**src/rtl/trng_pkg.sv**
```systemverilog
// Shared TRNG definitions: lane count, selector width and lane index assignments.
package trng_pkg;

  localparam int unsigned NUM_LANES = 4;
  localparam int unsigned SEL_W     = 2;

  typedef logic [SEL_W-1:0] lane_sel_t;

  localparam lane_sel_t LANE_RO   = 2'd0;
  localparam lane_sel_t LANE_ALT  = 2'd1;
  localparam lane_sel_t LANE_REP  = 2'd2;
  localparam lane_sel_t LANE_USER = 2'd3;

endpackage

```
**src/rtl/alternating_rng.sv**
```systemverilog
// Deterministic test source: 0101... bit stream, valid from the first edge after reset.
module alternating_rng (
  input  logic clk,
  input  logic rst,
  output logic alt_bit,
  output logic alt_valid
);

  logic alt_bit_d, alt_valid_d;

  always_comb begin
    alt_bit_d   = ~alt_bit;
    alt_valid_d = 1'b1;
  end

  always_ff @(posedge clk) begin
    if (rst) begin
      alt_bit   <= 1'b0;
      alt_valid <= 1'b0;
    end else begin
      alt_bit   <= alt_bit_d;
      alt_valid <= alt_valid_d;
    end
  end

endmodule

```
**src/rtl/entropy_source_select.sv**
```systemverilog
// Four-lane entropy mux with an internal alternating lane and a selector-change pulse
// that masks the forwarded valid for one cycle.
module entropy_source_select
  import trng_pkg::*;
#(
  parameter int unsigned ALT_LANE = 1
) (
  input  logic                 clk,
  input  logic                 rst,
  input  logic [NUM_LANES-1:0] src_bit,
  input  logic [NUM_LANES-1:0] src_valid,
  input  lane_sel_t            sel,
  output logic                 ent_bit,
  output logic                 ent_valid,
  output logic                 src_changed,
  output logic                 alt_bit
);

  localparam lane_sel_t AltIdx = lane_sel_t'(ALT_LANE);

  logic                 alt_valid;
  logic [NUM_LANES-1:0] lane_bit, lane_valid;
  lane_sel_t            sel_q, sel_d;
  logic                 primed_q, primed_d;
  logic                 src_changed_d;

  alternating_rng u_alternating_rng (
    .clk       (clk),
    .rst       (rst),
    .alt_bit   (alt_bit),
    .alt_valid (alt_valid)
  );

  always_comb begin
    lane_bit           = src_bit;
    lane_valid         = src_valid;
    lane_bit[AltIdx]   = alt_bit;
    lane_valid[AltIdx] = alt_valid;
  end

  assign ent_bit   = lane_bit[sel];
  assign ent_valid = lane_valid[sel] & ~src_changed;

  // The primed flag suppresses a pulse on the first edge, when sel_q is not yet meaningful.
  always_comb begin
    src_changed_d = primed_q & (sel != sel_q);
    sel_d         = sel;
    primed_d      = 1'b1;
  end

  always_ff @(posedge clk) begin
    if (rst) begin
      sel_q       <= '0;
      primed_q    <= 1'b0;
      src_changed <= 1'b0;
    end else begin
      sel_q       <= sel_d;
      primed_q    <= primed_d;
      src_changed <= src_changed_d;
    end
  end

endmodule

```
**config.mk**
```make
export PLATFORM = sky130hd
export DESIGN_NAME = entropy_source_select
export DESIGN_NICKNAME = d
export VERILOG_FILES = /design/src/rtl/trng_pkg.sv /design/src/rtl/alternating_rng.sv /design/src/rtl/entropy_source_select.sv
export SDC_FILE = /design/constraint.sdc
export NUM_CORES = 1
export LEC_CHECK = 0
export ABC_AREA = 1
export CELL_PAD_IN_SITES_DETAIL_PLACEMENT = 1
export CELL_PAD_IN_SITES_GLOBAL_PLACEMENT = 2
export CORE_MARGIN = 2
export CORE_UTILIZATION = 15
export CTS_BUF_LIST = sky130_fd_sc_hd__clkbuf_2 sky130_fd_sc_hd__clkbuf_4 sky130_fd_sc_hd__clkbuf_8
export DETAILED_ROUTE_END_ITERATION = 6
export PLACE_DENSITY = 0.82
export SYNTH_ARGS = -nofsm -noshare
export SYNTH_HDL_FRONTEND = slang
export SYNTH_SLANG_ARGS = --single-unit
```
**constraint.sdc**
```tcl
create_clock -name clk -period 1 [get_ports clk]
set_clock_uncertainty 0.15 [all_clocks]
set_input_delay 0.3 -clock clk [delete_from_list [all_inputs] [get_ports clk]]
set_output_delay 0.3 -clock clk [all_outputs]
set_load 0.02 [all_outputs]
```
==> summary.txt, run 1 <==
mean post-synth cell area: 6.88 sq um
clock sink count: 5
GP Congestion: 0.652
Tcrit/Tclk final: 145%
die area: 1790 sq um
initial DRC count: 0
Synthesis Warnings: 0
failing checks: setup timing
cts hold-fix bufs: 0
GRT overflow: 0
register area share after synthesis: 45.5%
total power: 0.675 mW
Final Setup Violations: 4
antenna violations before repair: 0
core area: 1330 sq um
io pins: 16
Initial Util: 16.5%
Total Wirelength: 712 um
post-layout min period: 1.45 ns
fin cells: 70
fin. max-slew vios: 0
RSZ-0062 raised after global routing: true
Max Fclk: 688 MHz
Critical-path top delay cell: dlygate4sd2_1
WS Path Type: primary input to output port
CTS tree: done
clock latency on the worst-skew pair: 0.24 ns
Cell Area, Synth: 220 sq um
Critical Path Max Stage Delay: 0.24 ns
CTS Root Cell: clkbuf_4
critical path arrival: 1.00 ns
Die X: 42.3 um
Max clock buf depth: 2
Critical Path End Type: output port
Unique masters post-synth: 9
pin count of the biggest net entering global routing: 7
Hold WS: 0.250 ns
Net Sw Frac: 27.4%
Hold Crit Class: primary input to flop
post-route setup TNS: -1.26 ns
Global Route Usage Sum: 9.05%
Wirelength per Cell: 10.2 um
standard-cell rows: 13
wire length of the first global-routing pass: 1180 um
Nets: 68
PwrDens: 1280 nW/um^2
DRT antenna net count: 0
Fill cells: 165
Post-route DRC: 0
CTS clk-pin slew, worst paths: 0.04 ns
Int Pwr: 0.490 mW
WP data required: 0.55 ns
Post-Syn Nets: 44
Clk pwr share: 39.9%
DP Wirelength: 536 um
worst-path fanout max: 1
Lkg Pwr: 0.255 nW
CP startpoint kind: primary input
height of the die: 42.3 um
Slew Limit Headroom: 90.1%
Synth-to-Final Area Change: 139%
NetSw: 0.185 mW
H-tree levels: 1
status: finished with violations
Inst Count DP: 65
Yosys reg bits: 5
vias in the first global route: 272
worst slew pin tran: 0.148 ns
Pre-Repair DR Iteration Count: 1
Seq pwr share: 32.9%
Core Util, Final: 39.4%
Fin. Hold Viols: 0
fraction of layout instances using a drive strength above 1: 61.8%
Max Cap Viol: 0
Peak VDD IR: 0.644 mV
# diodes: 0
Vias/cell: 4.06
CTS Buf Count: 3
Gate power share: 27.2%
critical path cell sequence: dlygate4sd2_1 > inv_4 > nand2_2 > nand3_2 > a21oi_4 > buf_6
Via Count: 284
cells after synthesis: 32
# port buffers: 13
final setup margin: -0.454 ns
flip-flops by register name, indices dropped and copies added, names as in the netlist:
register	flops
sel_q	2
u_alternating_rng.alt_valid	1
src_changed	1
u_alternating_rng.alt_bit	1
repair_timing:
action | 4_1_cts | 5_1_grt
setup endpoints to repair | 7 | 4
pin swaps | 7 | 4
hold endpoints to repair | 0 | 0
buffers inserted | 1 | 0
gates resized for setup | 48 | 3
cells in the final DEF (no fill, tap or decap):
master and count:
clkbuf_4 4, dfxtp_1 2, nand2_1 2, nor2_4 1, nand3_2 2, buf_2 1, nand2_4 1, o21ai_1 1
clkbuf_2 1, dlygate4sd2_1 6, dfxtp_2 2, nand2_2 2, inv_16 1, buf_6 6, buf_4 4, inv_2 2
dfxtp_4 1, inv_4 2, a21oi_4 1, xnor2_1 2, buf_12 1, o21ai_2 2, inv_1 2, nor2_1 5
a21oi_1 1
power by group through the flow:
stage	Clock, mW	Sequential, mW	Combinational [mW]
2_1_floorplan	0	0.229	0.0689
3_3_place_gp	0	0.223	0.179
3_5_place_dp	0	0.223	0.181
4_1_cts	0.276	0.222	0.188
5_1_grt	0.298	0.223	0.198
6_report	0.269	0.222	0.183
synthesized netlist by cell type:
library cell / count / area, sq um
dfxtp_1: 5 / 100
inv_2: 1 / 3.75
a21oi_1: 2 / 10.0
nor2_1: 6 / 22.5
nand2_1: 5 / 18.8
nand3_1: 2 / 10.0
xnor2_1: 2 / 17.5
inv_1: 6 / 22.5
o21ai_0: 3 / 15.0
worst max-delay path, delay by kind of cell:
kind,cells,cell delay (ns)
AO/OA/AOI/OAI,1,0.16
buffers and inverters,3,0.40
AND/OR/NAND/NOR,2,0.15
cell families (layout without fill, tap and decap cells):
family                    count (synthesis)  count (layout)  synth area share (%)
xor gates and xnor gates                  2               2                  7.96
DFF                                       5               5                  45.5
buffers and inverters                     7              30                  11.9
and+or+nand+nor                          13              13                  23.3
AOI/OAI and AO/OA                         5               5                  11.4
through the flow:
step	area, sq um	worst slack [ns]
floorplan	282	-0.119
global placement	480	-1.35
detailed placement	480	-1.34
CTS	534	-0.489
global route	526	-0.519
finish	526	-0.454
layout make-up:
cell class | instances | area (sq um) | area share, %
multi-input combinational | 20 | 143 | 27.1
clock buffer | 4 | 30.0 | 5.71
inverter | 7 | 47.5 | 9.05
sequential | 5 | 106 | 20.2
timing repair buffer | 19 | 180 | 34.3
tap | 15 | 18.8 | 3.57
routing by layer:
| metal | vias to the layer above | routed length (um) | GRT usage [%] |
|---|---|---|---|
| li1 | 143 | - | - |
| met1 | 128 | 283 | 10.5 |
| met2 | 11 | 346 | 14.2 |
| met3 | 2 | 61 | 1.72 |
| met4 | 0 | 20 | 7.50 |
| met5 | - | 0 | 0 |
path summary, 6_finish.rpt:
path                                    start                        end  slack, ns  cells past startpoint
setup reg to reg                     sel_q[0]                src_changed       0.19                      2
hold / removal                            rst  u_alternating_rng.alt_bit       0.25                      2
hold reg to reg   u_alternating_rng.alt_valid                src_changed       0.30                      2
setup / recovery                 src_valid[3]                  ent_valid      -0.45                      6
No activity file was read; power rests on OpenSTA's default activity.
==> inputs of run 2 (changes only) <==
--- a/config.mk
+++ b/config.mk
@@ -8,7 +8,7 @@
 export ABC_AREA = 1
 export CELL_PAD_IN_SITES_DETAIL_PLACEMENT = 1
 export CELL_PAD_IN_SITES_GLOBAL_PLACEMENT = 2
-export CORE_MARGIN = 2
+export CORE_MARGIN = 8
 export CORE_UTILIZATION = 15
 export CTS_BUF_LIST = sky130_fd_sc_hd__clkbuf_2 sky130_fd_sc_hd__clkbuf_4 sky130_fd_sc_hd__clkbuf_8
 export DETAILED_ROUTE_END_ITERATION = 6
==> summary.txt, run 2 (synthesized netlist as in run 1, its figures left out) <==
core area: 1440 sq um
clock sink count: 5
Vias/cell: 3.88
antenna violations before repair: 0
DP Wirelength: 660 um
CTS Root Cell: clkbuf_4
Core Util, Final: 38.2%
pin count of the biggest net entering global routing: 7
DRT antenna net count: 0
max reg flops: 2
clock latency on the worst-skew pair: 0.23 ns
GRT busiest layer: met2
GRT overflow: 0
Post-route DRC: 0
# diodes: 0
final setup margin: -0.420 ns
RSZ-0062 raised after global routing: true
Multi-input gate area: 156 sq um
Lkg Pwr: 0.262 nW
Final Setup Violations: 4
status: finished with violations
most flop-heavy register: sel_q
buffer and inverter count on the worst path: 2
Synth-to-Final Area Change: 149%
post-layout min period: 1.42 ns
critical path cell sequence: inv_2 > nand2_2 > nand3_2 > a21oi_4 > buf_6
Slew Limit Headroom: 89.8%
Tcrit/Tclk final: 142%
initial DRC count: 0
Peak VDD IR: 0.432 mV
height of the die: 54.3 um
worst-path fanout max: 2
WS Path Type: flop to output port
Pre-Repair DR Iteration Count: 1
CTS clk-pin slew, worst paths: 0.04 ns
io pins: 16
fraction of layout instances using a drive strength above 1: 66.1%
Fin. Hold Viols: 0
critical path's top delay family: flip-flops
failing checks: setup timing
commonest non-fill, non-tap cell in the layout: buf_6
# port buffers: 13
hold depth: 2
fin. max-slew vios: 0
Max Cap Viol: 0
standard-cell rows: 14
reg2reg path depth: 3
wire length of the first global-routing pass: 1410 um
met2 Resource Use GR: 10.1%
worst slew pin tran: 0.152 ns
total power: 0.669 mW
Nets: 69
Critical Path Max Stage Delay: 0.33 ns
WP data required: 0.55 ns
Total Wirelength: 779 um
met1 GRT Util: 7.38%
Initial Util: 15.3%
Die X: 54.3 um
Critical-path top delay cell: dfxtp_2
Stages on worst setup path: 5
Max clock buf depth: 2
GP Congestion: 0.676
Fill cells: 174
Wirelength per Cell: 10.8 um
Max Fclk: 704 MHz
die area: 2950 sq um
dpl ws: -1.35 ns
critical path arrival: 0.97 ns
Hold Crit Class: primary input to flop
PwrDens: 1220 nW/um^2
grt met3 use: 2.45%
CP startpoint kind: flop
H-tree levels: 1
Global Route Usage Sum: 6.47%
CTS Buf Count: 3
CTS tree: done
FF+latch area: 109 sq um
Critical Path End Type: output port
Via Count: 279
vias in the first global route: 318
commonest cells after routing, fill and taps aside: buf_6 (6), dlygate4sd2_1 (5), buf_4 (5)
run 2: changes by cell type in the layout (fill, tap and decap cells not counted), sizes merged:
| cell | before | now |
|---|---|---|
| clkdlybuf4s15 | 0 | 1 |
| buf | 12 | 13 |
| dlygate4sd2 | 6 | 5 |
run 2: per-layer routing:
metal | wire length (um) | up-vias
met2 | 383 | 9
met4 | 0 | 0
met3 | 68 | 0
li1 | - | 146
met1 | 327 | 124
met5 | 0 | -
run 2: cell type report:
| type | count | share of cell area (%) |
|---|---|---|
| clock buffers | 4 | 5.47 |
| inverters | 7 | 8.20 |
| multi-input cells | 20 | 28.5 |
| flip-flops and latches | 5 | 19.8 |
| well taps | 16 | 3.64 |
| repair buffers | 20 | 34.4 |
run 2: where the power goes:
part           leakage, nW  switching [mW]  internal (mW)
sequential          0.0429         0.00885          0.211
combinational        0.200          0.0888          0.105
clock               0.0184          0.0776          0.178
total                0.262           0.175          0.494
run 2: timing repair:
| item | CTS | global route |
|---|---|---|
| cloned | 0 | 0 |
| setup endpoints to repair | 7 | 4 |
| pin swaps | 5 | 3 |
| buffers inserted | 2 | 0 |
| hold buffers | 0 | 0 |
| gates resized for setup | 48 | 7 |
run 2: path summary, 6_finish.rpt:
| kind | from | endpoint | slack (ns) |
|---|---|---|---|
| max | u_alternating_rng.alt_valid | ent_valid | -0.42 |
| min | rst | u_alternating_rng.alt_bit | 0.26 |
| max reg2reg | u_alternating_rng.alt_bit | u_alternating_rng.alt_bit | 0.13 |
| min reg2reg | u_alternating_rng.alt_valid | src_changed | 0.30 |
run 2: through the flow:
stage,setup TNS (ns),hold WS [ns],area (sq um),cells
floorplan,-0.235,0.207,282,32
global placement,-5.06,0.283,482,66
detailed placement,-5.14,0.298,482,66
CTS,-1.38,0.260,547,72
global route,-1.36,0.284,549,72
finish,-1.19,0.261,549,72
==> inputs of run 3 (changes only) <==
--- a/config.mk
+++ b/config.mk
@@ -8,7 +8,7 @@
 export ABC_AREA = 1
 export CELL_PAD_IN_SITES_DETAIL_PLACEMENT = 1
 export CELL_PAD_IN_SITES_GLOBAL_PLACEMENT = 2
-export CORE_MARGIN = 8
+export CORE_MARGIN = 5
 export CORE_UTILIZATION = 15
 export CTS_BUF_LIST = sky130_fd_sc_hd__clkbuf_2 sky130_fd_sc_hd__clkbuf_4 sky130_fd_sc_hd__clkbuf_8
 export DETAILED_ROUTE_END_ITERATION = 6
==> summary.txt, run 3 (synthesized netlist as in run 1, its figures left out) <==
standard-cell rows: 13
status: finished with violations
worst-path fanout max: 2
H-tree levels: 1
CTS Buf Count: 3
hold depth: 2
Slew Limit Headroom: 91.1%
FF+latch area: 109 sq um
core area: 1350 sq um
critical path arrival: 0.97 ns
worst slew pin tran: 0.133 ns
CP startpoint kind: flop
pin count of the biggest net entering global routing: 7
design area: 551 sq um
Via Count: 287
WP data required: 0.55 ns
HP Start: rst
PwrDens: 1210 nW/um^2
io pins: 16
CTS clk-pin slew, worst paths: 0.04 ns
Max Fclk: 703 MHz
Tcrit/Tclk final: 142%
reg2reg path depth: 3
final setup margin: -0.422 ns
# port buffers: 13
Lkg Pwr: 0.262 nW
antenna violations before repair: 0
Nets: 69
# diodes: 0
reg2reg start: u_alternating_rng.alt_bit
GRT overflow: 0
Pre-Repair DR Iteration Count: 2
fin. max-slew vios: 0
post-layout min period: 1.42 ns
Fill cells: 161
fraction of layout instances using a drive strength above 1: 67.9%
CTS tree: done
Critical Path End Type: output port
Worst R2R Setup Slack: 0.13 ns
GP Congestion: 0.616
Max clock buf depth: 2
DP Wirelength: 593 um
Peak VDD IR: 0.702 mV
height of the die: 48.3 um
Reg2Reg Capture Point: u_alternating_rng.alt_bit
Multi-input gate area: 159 sq um
Initial Util: 16.3%
Synth-to-Final Area Change: 150%
DRT antenna net count: 0
Cell Area, Placed: 480 sq um
commonest non-fill, non-tap cell in the layout: buf_6
max reg flops: 2
Post-route DRC: 0
CTS Root Cell: clkbuf_4
most flop-heavy register: sel_q
Hold EP: u_alternating_rng.alt_bit
wire length of the first global-routing pass: 1280 um
die area: 2330 sq um
Max Cap Viol: 0
initial DRC count: 2
vias in the first global route: 310
RSZ-0062 raised after global routing: true
Global Route Usage Sum: 7.09%
clock sink count: 5
Hold WS: 0.261 ns
commonest cells after routing, fill and taps aside: buf_6 (6), dlygate4sd2_1 (5), buf_4 (5)
dpl ws: -1.35 ns
Final Setup Violations: 4
WS Path Type: flop to output port
clock latency on the worst-skew pair: 0.24 ns
Wirelength per Cell: 10.3 um
Die X: 48.3 um
Total Wirelength: 731 um
failing checks: setup timing
Vias/cell: 4.04
Fin. Hold Viols: 0
Hold Crit Class: primary input to flop
run 3: changes by cell type in the layout (fill, tap and decap cells not counted):
| cell | previous run | this run |
|---|---|---|
| nand2_1 | 2 | 1 |
| nand2_2 | 2 | 3 |
run 3: worst max path at each step:
stage                                      from  slack [ns]   endpoint  depth (start not counted)
finish              u_alternating_rng.alt_valid       -0.42  ent_valid                          5
detailed placement                       sel[0]       -1.35  ent_valid                          7
CTS                 u_alternating_rng.alt_valid       -0.48  ent_valid                          5
global placement                         sel[0]       -1.35  ent_valid                          7
global route        u_alternating_rng.alt_valid       -0.47  ent_valid                          5
floorplan             u_alternating_rng.alt_bit       -0.12    ent_bit                          2
run 3: repair_timing:
item                       CTS  global route
hold buffers                 0             0
buffers inserted             1             1
pin swaps                    6             3
setup endpoints to repair    7             4
resized for setup           48             8
run 3: metal layers:
layer | routed length [um] | track usage [%] | part of all wire (%) | up-vias
li1 | - | - | - | 145
met3 | 79 | 4.28 | 11 | 0
met2 | 385 | 10.7 | 53 | 11
met5 | 0 | 0 | 0 | -
met1 | 266 | 6.95 | 36 | 131
met4 | 0 | 5.53 | 0 | 0
run 3: metrics by stage:
step	utilization, %	total power, mW	setup TNS (ns)	std cells
global placement	35.6	0.401	-5.04	65
finish	40.8	0.668	-1.19	71
CTS	39.7	0.675	-1.37	70
floorplan	-	0.298	-0.235	32
detailed placement	35.6	0.405	-5.13	65
global route	40.8	0.707	-1.32	71
run 3: worst max-delay path, cell delays in order (launching register included):
cell,delay [ns]
dfxtp_2,0.33
inv_2,0.03
nand2_2,0.05
nand3_2,0.08
a21oi_4,0.13
buf_6,0.12
run 3: where the power goes:
part	internal [mW]	leakage [nW]	switching [mW]
registers	0.212	0.0429	0.00883
clock network	0.177	0.0184	0.0758
logic	0.105	0.201	0.0895
total	0.494	0.262	0.174
run 3: layout make-up:
cell class                      count  share of cell area (%)
Sequential cell                     5                    19.8
Inverter                            7                    8.18
Multi-Input combinational cell     20                    28.9
Tap cell                           15                    3.41
Timing Repair Buffer               20                    34.3
Clock buffer                        4                    5.45
